--- src/rtl/fifo_arb_pkg.sv ---
// Shared types and default parameters for the FIFO write-port arbiter.
package fifo_arb_pkg;

  typedef enum logic {IDLE, XFER} state_t;

  localparam int DEF_N         = 4;
  localparam int DEF_W         = 9;
  localparam int DEF_BURST_MAX = 4;
  localparam int STAT_W        = 16;

endpackage

--- src/rtl/rr_pick.sv ---
// Rotating-priority encoder: first set request after last_gnt, wrapping modulo N.
module rr_pick
  import fifo_arb_pkg::*;
#(
  parameter  int N  = DEF_N,
  localparam int IW = $clog2(N)
) (
  input  logic [N-1:0]  req,
  input  logic [IW-1:0] last_gnt,
  output logic [IW-1:0] pick,
  output logic          any_req
);

  // Scan last_gnt+1 .. last_gnt+N so the most recent winner has lowest priority.
  always_comb begin : scan
    logic          found;
    logic [IW-1:0] idx;
    pick  = '0;
    found = 1'b0;
    idx   = '0;
    for (int k = 1; k <= N; k++) begin
      idx = IW'((int'(last_gnt) + k) % N);
      if (!found && req[idx]) begin
        pick  = idx;
        found = 1'b1;
      end
    end
  end

  assign any_req = |req;

endmodule

--- src/rtl/fifo_wr_arbiter.sv ---
// Round-robin burst arbiter sharing one FIFO write port among N producers.
// Optional per-client write counters are built when FIFO_ARB_STATS_EN is defined.
module fifo_wr_arbiter
  import fifo_arb_pkg::*;
#(
  parameter  int N         = DEF_N,
  parameter  int W         = DEF_W,
  parameter  int BURST_MAX = DEF_BURST_MAX,
  localparam int GW        = $clog2(N),
  localparam int BW        = $clog2(BURST_MAX) + 1
) (
  input  logic            clk,
  input  logic            rstp,
  input  logic [N-1:0]    req_valid,
  input  logic [N*W-1:0]  req_data,
  output logic [N-1:0]    req_ready,
  input  logic            fifo_fullp,
  output logic            fifo_writep,
  output logic [W-1:0]    fifo_data,
  output logic [GW-1:0]   grant_id,
  output logic            busy
`ifdef FIFO_ARB_STATS_EN
  ,
  input  logic            stat_clr,
  output logic [N*STAT_W-1:0] stat_cnt
`endif
);

  state_t          state, state_nxt;
  logic [GW-1:0]   grant_nxt, last_gnt, last_nxt, pick;
  logic [BW-1:0]   beat_cnt, beat_nxt;
  logic            busy_nxt, any_req, cur_valid;

  rr_pick #(.N(N)) u_pick (
    .req      (req_valid),
    .last_gnt (last_gnt),
    .pick     (pick),
    .any_req  (any_req)
  );

  // Outputs are purely combinational so the FIFO write lands on the same edge as the handshake.
  always_comb begin
    state_nxt   = state;
    grant_nxt   = grant_id;
    last_nxt    = last_gnt;
    beat_nxt    = beat_cnt;
    busy_nxt    = busy;
    req_ready   = '0;
    fifo_writep = 1'b0;
    fifo_data   = '0;
    cur_valid   = req_valid[grant_id];
    case (state)
      IDLE: begin
        if (any_req) begin
          state_nxt = XFER;
          grant_nxt = pick;
          busy_nxt  = 1'b1;
          beat_nxt  = '0;
        end
      end
      XFER: begin
        req_ready[grant_id] = !fifo_fullp;
        if (!cur_valid) begin
          state_nxt = IDLE;
          last_nxt  = grant_id;
          busy_nxt  = 1'b0;
          beat_nxt  = '0;
        end else if (!fifo_fullp) begin
          fifo_writep = 1'b1;
          fifo_data   = req_data[int'(grant_id)*W +: W];
          if (beat_cnt == BW'(BURST_MAX - 1)) begin
            state_nxt = IDLE;
            last_nxt  = grant_id;
            busy_nxt  = 1'b0;
            beat_nxt  = '0;
          end else begin
            beat_nxt = beat_cnt + 1'b1;
          end
        end
      end
      default: state_nxt = IDLE;
    endcase
  end

  // last_gnt resets to N-1 so the first arbitration after reset favours client 0.
  always_ff @(posedge clk or posedge rstp) begin
    if (rstp) begin
      state    <= IDLE;
      grant_id <= '0;
      last_gnt <= GW'(N - 1);
      beat_cnt <= '0;
      busy     <= 1'b0;
    end else begin
      state    <= state_nxt;
      grant_id <= grant_nxt;
      last_gnt <= last_nxt;
      beat_cnt <= beat_nxt;
      busy     <= busy_nxt;
    end
  end

`ifdef FIFO_ARB_STATS_EN
  for (genvar i = 0; i < N; i++) begin : g_stat
    logic [STAT_W-1:0] cnt;
    // Saturating count; clear takes precedence over a same-cycle write.
    always_ff @(posedge clk or posedge rstp) begin
      if (rstp) begin
        cnt <= '0;
      end else if (stat_clr) begin
        cnt <= '0;
      end else if (fifo_writep && (grant_id == GW'(i)) && (cnt != '1)) begin
        cnt <= cnt + 1'b1;
      end
    end
    assign stat_cnt[i*STAT_W +: STAT_W] = cnt;
  end
`else
  // Statistics disabled: no counters are built.
`endif

endmodule

--- config.mk ---
export PLATFORM = sky130hd
export DESIGN_NAME = fifo_wr_arbiter
export DESIGN_NICKNAME = d
export VERILOG_FILES = /design/src/rtl/fifo_arb_pkg.sv /design/src/rtl/rr_pick.sv /design/src/rtl/fifo_wr_arbiter.sv
export SDC_FILE = /design/constraint.sdc
export NUM_CORES = 1
export LEC_CHECK = 0
export CAP_MARGIN = 40
export CORE_ASPECT_RATIO = 0.7
export CORE_MARGIN = 3
export CORE_UTILIZATION = 38
export DETAILED_ROUTE_END_ITERATION = 8
export PLACE_DENSITY_LB_ADDON = 0.08
export SYNTH_ARGS = -nofsm -noshare
export SYNTH_HDL_FRONTEND = slang
export SYNTH_SLANG_ARGS = --single-unit
--- constraint.sdc ---
create_clock -name clk -period 4.7 [get_ports clk]
set_clock_uncertainty 0.05 [all_clocks]
set_input_delay 0.94 -clock clk [delete_from_list [all_inputs] [get_ports clk]]
set_output_delay 0.94 -clock clk [all_outputs]
set_load 0.005 [all_outputs]
* Word-level counts from Yosys, hierarchy flattened
Cells that the tools add are included. Widths: inputs -> output; s select.
Cells by class: add/sub/neg operators 5, multipliers 1, magnitude comparators 6, equality and inequality tests 6, shift operators 1, mux-type cells 44, bitwise logic cells 2, reduce and logical (&&, ||, !) cells 13
Operators with widths (count):
- $shiftx 36x7->9 | 1
- $mux 9 | 3
- $mux 1 | 20
- $lt 2x3->1 const B | 5
- $mux 2 | 7
- $mux 3 | 4
- $bmux 1 s2 | 5
- $mul 2x4->6 const B | 1
- $pmux 3 s2 | 1
- $reduce_and 3->1 | 2
- $add 2x1->2 const B | 2
- $add 2x2->2 const B | 2
- $and 4x4->4 | 1
- $logic_and 1x1->1 | 4
- $logic_not 1->1 | 4
- $mux 4 | 1
- $ne 2x2->1 const B | 2
- $pmux 1 s2 | 2
- $reduce_and 2->1 | 2
- $reduce_or 4->1 | 1
- $add 3x1->3 const B | 1
- $eq 3x2->1 const B | 1
- $ne 3x2->1 const B | 1
- $ne 3x3->1 const B | 1
- other kinds (4) | 4
Storage, ports and cells: flip-flop bits (word level) 9, bits of input ports 43, output and inout bits 17, word-level logic and storage cells 83

* Longest topological paths before layout
depth after elaboration 13, depth in mapped cells 5, gate-level depth less buffers 5

* Hierarchy
From an unflattened synthesis, not the netlist that was laid out.
Unflattened totals: cell total of the unflattened synthesis 81, area, all modules 893.4 µm²
Modules (own cells, without submodules):
- fifo_wr_arbiter | instances 1, cells an instance 67, area an instance 812.0 µm², seq. area each 227.7 µm²
- rr_pick | instances 1, cells an instance 14, area an instance 81.3 µm², seq. area each 0.0 µm²

* Worst setup path after synthesis
Ideal clock, no wire load.
path kind input-to-output, from input port req_valid[3], to output port fifo_data[0], data arrival time 1781 ps, required time 3710 ps, slack 1929 ps, cell stages on the path 3, path buffers 1, cells stage by stage mux4_2 > clkbuf_1 > and3_1
Between the ends: word-level cells in the longest chain between the ends 4
Ends and longest elaborated chain:
- from (decl) | RTL line fifo_wr_arbiter.sv:14 | input logic [N-1:0] req_valid,
- $bmux 1 s2 | RTL line fifo_wr_arbiter.sv:51 | cur_valid = req_valid[grant_id];
- $mux 1 (implied by the code) | RTL line fifo_wr_arbiter.sv:51
- $mux 9 | RTL line fifo_wr_arbiter.sv:63 | if (!cur_valid) begin
- $mux 9 | RTL line fifo_wr_arbiter.sv:52 | case (state)
- to (decl) | RTL line fifo_wr_arbiter.sv:19 | output logic [W-1:0] fifo_data,
Every way passes these cells. The select of a mux whose other input is x is not followed.

* Final worst setup path
from input port fifo_fullp, to output port fifo_data[4]
Between the ends: word-level cells in the longest chain between the ends 3
Ends and longest elaborated chain:
- from (decl) | RTL line fifo_wr_arbiter.sv:17 | input logic fifo_fullp,
- $mux 9 | RTL line fifo_wr_arbiter.sv:68 | end else if (!fifo_fullp) begin
- $mux 9 | RTL line fifo_wr_arbiter.sv:63
- $mux 9 | RTL line fifo_wr_arbiter.sv:52
Every way passes these cells.

==> key figures <==
Synth
  • Cell accounting for the most synthesized area: dfrtp_1
  • Synth warnings: 0
  • Syn avg cell area: 11.2 sq um
  • Adder-Cell Fraction of Synth Area: 0.0145
  • Unique masters post-synth: 33
  • Sequential-to-total area share from yosys stat: 0.263
  • Synth area leaders: dfrtp_1, mux4_1, mux4_2
  • Synth Area in Simple Gates: 0.208
  • Syn Nets: 121
  • Compound-Gate Fraction of Synth Area: 0.103
  • #FFs+latches synth: 9
  • Post-synth top area share: 0.203
  • Post-synthesis mux area share: 0.330
  • Xor and xnor area share after synthesis: 0
  • Post-Syn Area: ~860 sq um
  • Main combinational cell family by area after synthesis: multiplexers
  • Cells after synthesis: 77

Global route
  • M1 GR Usage: 0.181
  • Met2 usage: 0.369
  • First-pass GRT wire length: 3900 um
  • Remaining global-route overflow: 0
  • Vias in the first global route: 848
  • Largest net degree at the start of global routing: 18
  • Initial antenna violation count: 0
  • GR Util met3: 0.0469
  • GRT Resource Usage Total: 0.175
  • GR peak layer: met2

STA
  • Slew Limit Fails: 0
  • RSZ-0062 raised after global routing: no
  • Hold Violations, Final: 0
  • Final setup margin: just under 900 ps
  • Final period demand of the worst path: 3810 ps
  • Pin slew with the least headroom to its limit: about 720 ps
  • Part of the cycle the worst path needs: 0.810
  • Setup TNS: 0 ps
  • Final hold slack: approximately 440 ps
  • Max Clk Rate: approximately 0.26 GHz
  • Max-slew headroom at the worst pin: 0.520
  • Final setup violation count: 0

Hold path
  • Worst Hold Depth: 1
  • Hold Crit Start: beat_cnt[0]$_DFFE_PP0P_
  • End of the worst hold path: beat_cnt[0]$_DFFE_PP0P_
  • Min-Delay Path Class: flop to flop

Place
  • Dpl ws: ~910 ps
  • Port Buf Inserts: 59
  • Detailed placement HPWL: 2000 um
  • GP Congestion: 0.743

Final layout
  • Most common cell after layout, fill and taps aside: clkdlybuf4s50_1
  • P&R area growth vs syn: 69.8%
  • Layout cells sized above 1: 0.134
  • Most frequent cells in the layout: clkdlybuf4s50_1, and3_1, dfrtp_1
  • Antenna Diode Count: 0
  • Layout Utilization: 0.734
  • Final #Nets: 179

Die
  • Die Y: 45.9 um
  • Initial core utilization: 0.432
  • Area of the core: 2000 sq um
  • Die area: 2890 sq um
  • Die width: 63.0 um
  • Site row count: 13
  • Io pins: 60

CTS
  • CTS root buf: clkbuf_4
  • TritonCTS clock tree: yes
  • CTS Buffer Depth: 2
  • Clk_lat worst skew: 250 ps
  • CTS HTree Levels: 1
  • Hold buffers post-CTS: 0
  • Post_cts resized: 0
  • CTS clk-pin slew, worst paths: 60 ps
  • Post-CTS Setup Inserts: 0
  • CTS buffer count: 3
  • Clock Sinks: 9

Power and ir drop
  • Switching Fraction: 0.346
  • LEAKAGE: 0.607 nW
  • NetSw: 0.209 mW
  • Max VDD drop: 0.000222 V
  • Sequential Power Share: 0.315
  • Final Total Pwr: 0.604 mW
  • PD cells: 411 nW/um^2
  • Clk network pwr share: 0.094
  • Internal: between 0.3 and 0.4 mW
  • Logic pwr share: 0.591

Route
  • Post-route DRC violation count: 0
  • ANT nets after route: 0
  • Avg Vias per Cell: slightly above 5
  • DRT iter0 DRCs: 25
  • Total number of vias: 845
  • Wire per inst: 14.8 um
  • Routed WL: roughly 2400 um
  • Iteration count of the initial detailed-routing pass: 4

Setup path
  • Crit end category: output port
  • Type of the worst setup path: input pin to output port
  • R2R Setup Slk: between 2000 and 2500 ps
  • CP arrival: approximately 2800 ps
  • RR Endpoint: last_gnt[1]$_DFFE_PP1P_
  • RR Startpoint: grant_id[0]$_DFFE_PP0P_
  • Element type at the critical path start: input pin
  • R2R depth: 4
  • Crit-path max FO: 14
  • WP data required: 3710 ps

Status
  • Outcome: finished, final reports clean

Run
  • Max-cap viol count: 0
area by class of cell:
cell class	count	area, sq um
clock buffer	4	26.3
fill	148	533
inverter	5	18.8
multi-input combinational	57	567
sequential	9	228
tap	30	37.5
timing repair buffer	59	591
routing by layer:
metal | vias to the layer above | routed length [um] | share of wire
met3 | 0 | 160 | 0.066
met1 | 387 | 973 | 0.40
li1 | 419 | - | -
met2 | 39 | 1290 | 0.53
met4 | 0 | 0 | 0
met5 | - | 0 | 0
logic make-up after synthesis:
logic type / after synthesis
simple gates: 30
flops: 9
buf+inv: 11
mux: 13
fa+ha+maj: 1
compound gates: 13
sequential cells by signal (all words and copies together), names as in the netlist:
register / flops
beat_cnt: 3
busy: 1
grant_id: 2
last_gnt: 2
state: 1
critical path, stage by stage:
cell,delay (ps)
clkdlybuf4s50_1,490
nor2b_1,600
and3_1,280
clkdlybuf4s50_1,510
per-stage QoR:
stage	area (sq um)	std cells
5_1_grt	1470	164
2_1_floorplan	865	77
6_report	1470	164
3_3_place_gp	1440	160
4_1_cts	1470	164
3_5_place_dp	1440	160
synth_stat cells:
cell / number
nor2b_1: 3
o32a_1: 1
nand2b_1: 2
o21ai_0: 1
nor2_1: 5
buf_2: 1
mux4_2: 5
buf_6: 1
ha_1: 1
a31oi_1: 4
o21ai_2: 1
and2_2: 1
o32ai_1: 1
o211ai_1: 1
dfstp_2: 2
and2_4: 1
mux2_2: 1
mux4_1: 5
dfrtp_1: 7
inv_1: 5
mux2_4: 2
nand3_1: 1
or4_1: 1
a221oi_1: 1
clkbuf_1: 2
or2b_2: 1
a21oi_1: 3
or2_2: 1
nand2_1: 2
clkbuf_8: 2
and3_1: 10
and3b_1: 1
nor3b_1: 1
power groups by stage:
| stage | registers, mW | clock network (mW) | logic (mW) |
|---|---|---|---|
| finish | 0.190 | 0.0570 | 0.357 |
| global route | 0.201 | 0.0636 | 0.387 |
| CTS | 0.192 | 0.0595 | 0.360 |
| detailed placement | 0.193 | 0 | 0.358 |
| global placement | 0.189 | 0 | 0.351 |
| floorplan | 0.142 | 0 | 0.276 |
how the worst max path moves through the flow:
stage,cells past startpoint,end,startpoint
floorplan,3,fifo_data[0],req_valid[3]
global placement,4,req_ready[0],fifo_fullp
detailed placement,4,req_ready[0],fifo_fullp
CTS,4,req_ready[0],fifo_fullp
global route,4,fifo_writep,fifo_fullp
finish,4,fifo_data[4],fifo_fullp
(Power assumes the default switching activity.)
